**src/rtl/layerio_bank_sequencer_if.sv**
```systemverilog
// Handshake bundle between the layer sequencer (master) and the layer-IO bank sequencer (slave).
interface layerio_bank_sequencer_if #(
  parameter int unsigned NUM_BANKS = 3,
  parameter int unsigned LAYER_W   = 16
);
  localparam int unsigned SEL_W = $clog2(NUM_BANKS);

  logic                 start;
  logic [LAYER_W-1:0]   num_layers;
  logic [NUM_BANKS-1:0] wr_done;
  logic                 rd_done;
  logic [SEL_W-1:0]     wrsel;
  logic [SEL_W-1:0]     rdsel;
  logic [NUM_BANKS-1:0] soft_reset;
  logic                 wrote_layer;
  logic                 wrote_inference;
  logic [LAYER_W-1:0]   layer_idx;
  logic                 busy;
  logic                 err;

  modport master (
    output start, num_layers, wr_done, rd_done,
    input  wrsel, rdsel, soft_reset, wrote_layer, wrote_inference, layer_idx, busy, err
  );

  modport slave (
    input  start, num_layers, wr_done, rd_done,
    output wrsel, rdsel, soft_reset, wrote_layer, wrote_inference, layer_idx, busy, err
  );
endinterface

```
**src/rtl/layerio_bank_sequencer.sv**
```systemverilog
// Per-layer read/write bank rotation over NUM_BANKS layer-IO memories with soft-reset of released banks.
// Optional macro LAYERIO_INPUT_BANK_RESERVE_EN keeps INPUT_BANK out of the rotation after layer 0.
module layerio_bank_sequencer #(
  parameter int unsigned NUM_BANKS  = 3,
  parameter int unsigned INPUT_BANK = 0,
  parameter int unsigned LAYER_W    = 16
) (
  input  logic clk,
  input  logic reset,
  layerio_bank_sequencer_if.slave bus
);
  localparam int unsigned SEL_W = $clog2(NUM_BANKS);

`ifdef LAYERIO_INPUT_BANK_RESERVE_EN
  if (NUM_BANKS < 3) begin : g_bank_count_check
    $error("layerio_bank_sequencer: NUM_BANKS must be >= 3 when the input bank is reserved");
  end
`else
  if (NUM_BANKS < 2) begin : g_bank_count_check
    $error("layerio_bank_sequencer: NUM_BANKS must be >= 2");
  end
`endif
  if (INPUT_BANK >= NUM_BANKS) begin : g_input_bank_check
    $error("layerio_bank_sequencer: INPUT_BANK out of range");
  end

  typedef enum logic {IDLE, RUN} state_t;

  // Successor bank in the rotation; skips the reserved input bank when enabled.
  function automatic logic [SEL_W-1:0] next_bank(input logic [SEL_W-1:0] b);
    int unsigned n;
    n = 32'(b) + 32'd1;
    if (n >= NUM_BANKS) n = 32'd0;
`ifdef LAYERIO_INPUT_BANK_RESERVE_EN
    if (n == INPUT_BANK) n = ((n + 32'd1) >= NUM_BANKS) ? 32'd0 : n + 32'd1;
`endif
    return SEL_W'(n);
  endfunction

  state_t               state_q, state_d;
  logic [SEL_W-1:0]     rdsel_q, rdsel_d;
  logic [SEL_W-1:0]     wrsel_q, wrsel_d;
  logic [LAYER_W-1:0]   layer_idx_q, layer_idx_d;
  logic [LAYER_W-1:0]   num_layers_q, num_layers_d;
  logic                 wr_seen_q, wr_seen_d;
  logic                 rd_seen_q, rd_seen_d;
  logic [NUM_BANKS-1:0] soft_reset_q, soft_reset_d;
  logic                 wrote_layer_q, wrote_layer_d;
  logic                 wrote_inference_q, wrote_inference_d;
  logic                 busy_q, busy_d;
  logic                 err_q, err_d;

  logic [SEL_W-1:0]     rst_rdsel;
  logic [SEL_W-1:0]     rst_wrsel;
  logic [NUM_BANKS-1:0] wr_mask;
  logic [NUM_BANKS-1:0] rd_mask;
  logic                 wr_hit;
  logic                 wr_bad;

  assign rst_rdsel = SEL_W'(INPUT_BANK);
  assign rst_wrsel = next_bank(SEL_W'(INPUT_BANK));
  assign wr_mask   = NUM_BANKS'(1) << wrsel_q;
  assign rd_mask   = NUM_BANKS'(1) << rdsel_q;
  assign wr_hit    = |(bus.wr_done & wr_mask);
  assign wr_bad    = |(bus.wr_done & ~wr_mask);

  // State and registered outputs.
  always_ff @(posedge clk) begin
    if (reset) begin
      state_q           <= IDLE;
      rdsel_q           <= rst_rdsel;
      wrsel_q           <= rst_wrsel;
      layer_idx_q       <= '0;
      num_layers_q      <= '0;
      wr_seen_q         <= 1'b0;
      rd_seen_q         <= 1'b0;
      soft_reset_q      <= '0;
      wrote_layer_q     <= 1'b0;
      wrote_inference_q <= 1'b0;
      busy_q            <= 1'b0;
      err_q             <= 1'b0;
    end else begin
      state_q           <= state_d;
      rdsel_q           <= rdsel_d;
      wrsel_q           <= wrsel_d;
      layer_idx_q       <= layer_idx_d;
      num_layers_q      <= num_layers_d;
      wr_seen_q         <= wr_seen_d;
      rd_seen_q         <= rd_seen_d;
      soft_reset_q      <= soft_reset_d;
      wrote_layer_q     <= wrote_layer_d;
      wrote_inference_q <= wrote_inference_d;
      busy_q            <= busy_d;
      err_q             <= err_d;
    end
  end

  // Next-state: completion tracking, bank advance and protocol error detection.
  always_comb begin
    state_d           = state_q;
    rdsel_d           = rdsel_q;
    wrsel_d           = wrsel_q;
    layer_idx_d       = layer_idx_q;
    num_layers_d      = num_layers_q;
    wr_seen_d         = wr_seen_q;
    rd_seen_d         = rd_seen_q;
    soft_reset_d      = '0;
    wrote_layer_d     = 1'b0;
    wrote_inference_d = 1'b0;
    busy_d            = busy_q;
    err_d             = err_q;

    case (state_q)
      IDLE: begin
        busy_d = 1'b0;
        if ((|bus.wr_done) || bus.rd_done) err_d = 1'b1;
        if (bus.start) begin
          if (bus.num_layers != '0) begin
            num_layers_d = bus.num_layers;
            layer_idx_d  = '0;
            wr_seen_d    = 1'b0;
            rd_seen_d    = 1'b0;
            state_d      = RUN;
            busy_d       = 1'b1;
          end else begin
            wrote_inference_d = 1'b1;
          end
        end
      end

      RUN: begin
        if (wr_bad || (wr_hit && wr_seen_q) || (bus.rd_done && rd_seen_q)) err_d = 1'b1;
        wr_seen_d = wr_seen_q | wr_hit;
        rd_seen_d = rd_seen_q | bus.rd_done;

        if (wr_seen_d && rd_seen_d) begin
          wr_seen_d     = 1'b0;
          rd_seen_d     = 1'b0;
          wrote_layer_d = 1'b1;
`ifdef LAYERIO_INPUT_BANK_RESERVE_EN
          if (rdsel_q != rst_rdsel) soft_reset_d = rd_mask;
`else
          soft_reset_d = rd_mask;
`endif
          if (layer_idx_q == (num_layers_q - LAYER_W'(1))) begin
            wrote_inference_d = 1'b1;
            state_d           = IDLE;
            busy_d            = 1'b0;
            rdsel_d           = rst_rdsel;
            wrsel_d           = rst_wrsel;
            layer_idx_d       = '0;
          end else begin
            rdsel_d     = wrsel_q;
            wrsel_d     = next_bank(wrsel_q);
            layer_idx_d = layer_idx_q + LAYER_W'(1);
          end
        end
      end

      default: state_d = IDLE;
    endcase
  end

  assign bus.rdsel           = rdsel_q;
  assign bus.wrsel           = wrsel_q;
  assign bus.layer_idx       = layer_idx_q;
  assign bus.soft_reset      = soft_reset_q;
  assign bus.wrote_layer     = wrote_layer_q;
  assign bus.wrote_inference = wrote_inference_q;
  assign bus.busy            = busy_q;
  assign bus.err             = err_q;
endmodule

```
**src/flat_wrapper.sv**
```systemverilog
// flat-port wrapper written by rule: the top's interface ports become plain ports
module layerio_bank_sequencer_flat 
#(
  parameter int unsigned NUM_BANKS  = 3,
  parameter int unsigned INPUT_BANK = 0,
  parameter int unsigned LAYER_W    = 16
)
  (clk, reset, bus_start, bus_num_layers, bus_wr_done, bus_rd_done, bus_wrsel, bus_rdsel, bus_soft_reset, bus_wrote_layer, bus_wrote_inference, bus_layer_idx, bus_busy, bus_err);
  layerio_bank_sequencer_if #(.NUM_BANKS(NUM_BANKS), .LAYER_W(LAYER_W)) bus_i ();
  input  logic clk;
  input  logic reset;
  input wire logic [$bits(bus_i.start)-1:0] bus_start;
  input wire logic [$bits(bus_i.num_layers)-1:0] bus_num_layers;
  input wire logic [$bits(bus_i.wr_done)-1:0] bus_wr_done;
  input wire logic [$bits(bus_i.rd_done)-1:0] bus_rd_done;
  output wire logic [$bits(bus_i.wrsel)-1:0] bus_wrsel;
  output wire logic [$bits(bus_i.rdsel)-1:0] bus_rdsel;
  output wire logic [$bits(bus_i.soft_reset)-1:0] bus_soft_reset;
  output wire logic [$bits(bus_i.wrote_layer)-1:0] bus_wrote_layer;
  output wire logic [$bits(bus_i.wrote_inference)-1:0] bus_wrote_inference;
  output wire logic [$bits(bus_i.layer_idx)-1:0] bus_layer_idx;
  output wire logic [$bits(bus_i.busy)-1:0] bus_busy;
  output wire logic [$bits(bus_i.err)-1:0] bus_err;
  assign bus_i.start = bus_start;
  assign bus_i.num_layers = bus_num_layers;
  assign bus_i.wr_done = bus_wr_done;
  assign bus_i.rd_done = bus_rd_done;
  assign bus_wrsel = bus_i.wrsel;
  assign bus_rdsel = bus_i.rdsel;
  assign bus_soft_reset = bus_i.soft_reset;
  assign bus_wrote_layer = bus_i.wrote_layer;
  assign bus_wrote_inference = bus_i.wrote_inference;
  assign bus_layer_idx = bus_i.layer_idx;
  assign bus_busy = bus_i.busy;
  assign bus_err = bus_i.err;
  layerio_bank_sequencer #(.NUM_BANKS(NUM_BANKS), .INPUT_BANK(INPUT_BANK), .LAYER_W(LAYER_W)) u_core (.clk(clk), .reset(reset), .bus(bus_i));
endmodule
```
**config.mk**
```make
export PLATFORM = sky130hd
export DESIGN_NAME = layerio_bank_sequencer_flat
export DESIGN_NICKNAME = d
export VERILOG_FILES = /design/src/rtl/layerio_bank_sequencer_if.sv /design/src/rtl/layerio_bank_sequencer.sv /design/src/flat_wrapper.sv
export SDC_FILE = /design/constraint.sdc
export NUM_CORES = 1
export LEC_CHECK = 0
export BUFFER_PORTS_ARGS = -buffer_cell sky130_fd_sc_hd__buf_4
export CAP_MARGIN = 20
export CORE_AREA = 2 2 98 62
export CTS_CLUSTER_SIZE = 30
export DETAILED_ROUTE_END_ITERATION = 10
export DIE_AREA = 0 0 100 64
export PLACE_DENSITY_LB_ADDON = 0.05
export RECOVER_POWER = 50
export REMOVE_ABC_BUFFERS = 1
export SLEW_MARGIN = 20
export SYNTH_ARGS = -nofsm -noshare
export SYNTH_HDL_FRONTEND = slang
export SYNTH_SLANG_ARGS = --single-unit
export TNS_END_PERCENT = 20
```
**constraint.sdc**
```tcl
create_clock -name clk -period 7.45 [get_ports clk]
set_clock_uncertainty 0.2 [all_clocks]
set_input_delay 0.745 -clock clk [delete_from_list [all_inputs] [get_ports clk]]
set_output_delay 0.745 -clock clk [all_outputs]
set_load 0.01 [all_outputs]
```
---- Word-level counts from Yosys, hierarchy flattened ----
Cells that the tools add are included.
word-level totals
  register bits after elaboration ......... 46
  output and inout port bits .............. 27
operators by class
  $add $sub $neg .......................... 3
  magnitude comparators ................... 1
  equality and inequality tests ........... 7
  shift operators ......................... 2
  mux-type cells .......................... 31
  bitwise logic cells ..................... 7
  reductions and logical operators ........ 18
operators by type and width
  operator                                                            count
  2-to-1 mux 16 bit                                                   4
  one-hot mux 16 bit (2 select lines)                                 1
  2-to-1 mux 1 bit                                                    17
  adder 16 x 1 -> 16 bit (second input constant)                      1
  == test 16 bit                                                      1
  nonzero test 16 bit                                                 1
  subtractor 16 x 1 -> 16 bit (second input constant)                 1
  one-hot mux 1 bit (2 select lines)                                  6
  OR reduction 3 bit                                                  4
  != test 2 bit (second input constant)                               4
  AND reduction 2 bit                                                 4
  AND 3 bit                                                           2
  2-to-1 mux 2 bit                                                    3
  AND reduction 3 bit                                                 2
  left shift 1 x 2 -> 3 bit (first input constant)                    2
  != test 2 x 1 -> 1 bit (second input constant)                      2
  adder 2 x 1 -> 3 bit (second input constant)                        1
  greater-or-equal comparator 3 x 2 -> 1 bit (second input constant)  1
  logical AND 1 bit                                                   3
  logical OR 1 bit                                                    3
  inverter 3 bit                                                      1
  inverter 1 bit                                                      2
  bitwise OR 1 bit                                                    2
  OR reduction 2 bit                                                  1

---- Logic depth before layout (Yosys ltp) ----
  word-level depth ........................ 8
  gate-level depth with buffers ........... 9

---- Worst setup path after synthesis ----
Ideal clock, no wire load.
  kind .................................... reg2reg
  start point ............................. register u_core.num_layers_q[0]
  end point ............................... register u_core.layer_idx_q[15], in the netlist u_core.bus.layer_idx[15]
  library setup time ...................... 144 ps
  data arrival time ....................... 2335 ps
  setup slack ............................. 4772 ps
  stages on the path, launching flop included .. 9
  buffers on the path ..................... 1
  period minus slack after synthesis ...... 2678 ps
  cells stage by stage .................... dfxtp_1 inv_1 ha_1 or3b_1 or4_1 a2111oi_2 o2111a_2 buf_4 a2111oi_0
on the way
  longest elaborated chain between the ends .. 5
RTL lines
  what                                 line                           RTL
  from (decl)                          layerio_bank_sequencer.sv:44   logic [LAYER_W-1:0] num_layers_q, num_layers_d;
  from (signal assigned)               layerio_bank_sequencer.sv:87   num_layers_q <= num_layers_d;
  subtractor 16 x 1 -> 16 bit          layerio_bank_sequencer.sv:145  if (layer_idx_q == (num_layers_q - LAYER_W'(1))) begin
  == test 16 bit                       layerio_bank_sequencer.sv:145
  2-to-1 mux 16 bit                    layerio_bank_sequencer.sv:145
  2-to-1 mux 16 bit                    layerio_bank_sequencer.sv:136  if (wr_seen_d && rd_seen_d) begin
  one-hot mux 16 bit (2 select lines)  layerio_bank_sequencer.sv:113  case (state_q)
  to (signal assigned)                 layerio_bank_sequencer.sv:86   layer_idx_q <= layer_idx_d;
  to (decl)                            layerio_bank_sequencer.sv:43   logic [LAYER_W-1:0] layer_idx_q, layer_idx_d;
Every way passes these cells. The select of a mux whose other input is x is not followed.
A chain may end at the register's enable or synchronous reset.

---- Worst setup path in the final report ----
  start point ............................. input bus_num_layers[0]
  end point ............................... register u_core.layer_idx_q[12], in the netlist u_core.bus.layer_idx[12]
on the way
  longest elaborated chain between the ends .. 3
RTL lines
  what                              line                           RTL
  from (decl)                       flat_wrapper.sv:13             input wire logic [$bits(bus_i.num_layers)-1:0] bus_num_layers;
  nonzero test 16 bit               layerio_bank_sequencer.sv:118  if (bus.num_layers != '0) begin
  != test 2 x 1 -> 1 bit (no line)  n/a
  AND reduction 3 bit (no line)     n/a
Every way passes these cells.

==> run metrics <==
Clock Sinks between 40 and 50; status finished clean; Core Footprint about 5500 µm²; post-synthesis instance area 2610 µm²; CTS tree yes; clk buf depth 2; Final Max Tran Viols 0; total global routing overflow 0; Final Total Pwr 548 µW; DP Worst Slack 3470 ps; sequential-to-total area share from yosys stat 0.353; Worst Setup End Kind flop; top cell type by total area after synthesis dfxtp_1; vias in the first global route 2,172; dpl cells 414; number of remaining DRC errors 0; share of cells above drive strength 1 0.116; CTS Buf Count 5; YS warnings 0; CP arrival around 3800 ps; Routed WL 6680 µm; Startpoint Class primary input; Die H between 60 and 70 µm; RSZ-0062 raised after global routing no; distinct cell type count after synthesis 52; initial antenna violation count 0; critical path peak fanout 25; fin worst setup slack 3670 ps; Peak VDD IR 0.0689 mV; Starting Density 0.477; CP cell instances clkbuf_4 -> nor4_1 -> a41oi_2 -> buf_4 -> a21o_1 -> nand4_1 -> xor2_1 -> a2111oi_0; via density per instance 5.73; Die ar. around 6400 µm²; first-pass GRT wire length 11,300 µm; Post-DP HPWL 4850 µm; setup violators final 0; delay-heaviest family, CP compound AO/OA/AOI/OAI gates; pwr/cell area between 150 and 200 nW/µm²; maximum clock rate around 260 MHz; post-route clock period utilization 0.507; Post-Syn Instances 315; IO Pins 50; Std-Cell Rows 21; Die X roughly 100 µm; async set-or-reset flop fraction in the synthesized netlist 0; Area contributors post-synth dfxtp_1, nand2_1, xor2_1; nets 377; slowest CP cell nor4_1; # port buffers 49; Final GP Congestion 0.791; max_slew headroom 0.321; Top FF cell, synth dfxtp_1; clk root buf clkbuf_8; static leakage 1.05 nW; critical path's largest stage delay roughly 730 ps; # diodes 0; worst-margin pin slew 1010 ps; Post-CTS Setup Inserts 0; pin count of the biggest net entering global routing 41; CTS clk-pin slew, worst paths around 90 ps; Req. time, crit path 7420 ps; Filler cells 550; placed cell area 2990 µm²; Post-synth EDFFs 0; Synth-to-Final Area Change 14.9%; Post-Route Setup TNS 0 ps; post-synth top area share 0.353; Hold Fails Final Rpt 0; CTS Hold Buffers Added 0; Max-Cap Viols 0; final std cells w/o fill roughly 420; DRT iter0 DRCs 222; post-route minimum period 3780 ps; Vias 2,420; Synth Register Bits 46; CTS resizes 0; WL/cell between 15 and 20 µm; H-tree depth 2; CP Class in2reg; Hold Crit Class reg2reg; Syn Area/Cell 8.28 µm²; gr usage total 0.223; Post-DRT Antenna Nets 0; clock insertion delay at the later pin of the skew report 310 ps; Design Area, Final 3000 µm²; CP Buf/Inv Count 2; Pre-Repair DR Iteration Count 4
## worst min-delay path, cell delays in order, from the launching register on
cell and delay (ps):
dfxtp_1 330, nand2_1 50, a21oi_1 50
## path summary, 6_finish.rpt
kind                                              start                  endpoint  slack, ps  cells after the start
worst max-delay path                  bus_num_layers[0]  u_core.bus.layer_idx[12]       3670                      8
worst min-delay path            u_core.num_layers_q[15]   u_core.num_layers_q[15]        280                      2
worst max register to register           u_core.state_q  u_core.bus.layer_idx[12]       4070                      7
worst min register to register  u_core.num_layers_q[15]   u_core.num_layers_q[15]        280                      2
## Yosys cell counts, drive strengths merged (10+ instances only)
library cell	count
a21oi	22
nand4	13
a2111oi	17
xnor2	10
dfxtp	46
nand2	49
nor2	11
o21ai	11
clkbuf	16
nor3	10
xor2	18
## where the power goes
part	internal, mW	leakage [nW]	total [mW]	switching (mW)
Sequential	0.254	0.374	0.267	0.0126
Clock	0.101	0.0585	0.191	0.0902
Combinational	0.0384	0.619	0.0907	0.0523
## per-layer routing
metal  GRT usage  part of all wire  up-vias
li1            -                 -     1243
met4      0.0462            0.0091        0
met1       0.380              0.55     1101
met5           0                 0        -
met3      0.0416             0.072        6
met2       0.278              0.36       70
## kinds of logic after synthesis
logic type	share of synthesized area
buffers and inverters	0.0451
muxes	0.0278
AOI/OAI and AO/OA	0.211
xor gates and xnor gates	0.0940
adders and majority gates	0.00959
DFF	0.353
and+or+nand+nor	0.259
## placed cells by master, fill, tap and decap left out, drive strengths merged, types with 3 or more instances in the layout
master    n
mux2i     5
nand4    13
nor3b     3
or3b      3
nand3     5
nor2     11
o21ai    11
nor3     10
clkbuf   33
xor2     18
xnor2    10
and3      4
a41oi     3
and4      3
a2111oi  17
nand2b    6
inv       8
and2      3
nand3b    5
a211oi    3
a21oi    22
buf      22
dfxtp    46
nor4      7
nand2    49
## final cells by class
class | instances | area (µm²) | area share
clock inverter | 3 | 43.8 | 0.0146
multi-input combinational | 242 | 1580 | 0.526
inverter | 7 | 26.3 | 0.00876
clock buffer | 5 | 68.8 | 0.0230
tap | 69 | 86.3 | 0.0288
sequential | 46 | 921 | 0.307
timing repair buffer | 50 | 274 | 0.0914
## registers in the layout, indices dropped and copies added, names as in the netlist, 2 cells and up
register               cells
u_core.bus.layer_idx      16
u_core.bus.soft_reset      3
u_core.num_layers_q       16
u_core.bus.wrsel           2
u_core.bus.rdsel           2
## stage by stage
stage / hold slack [ps] / utilization
3_3_place_gp: 259 / 0.546
3_5_place_dp: 269 / 0.546
6_report: 279 / 0.549
5_1_grt: 299 / 0.549
4_1_cts: 281 / 0.567
2_1_floorplan: 242 / -
(Power assumes the default switching activity.)
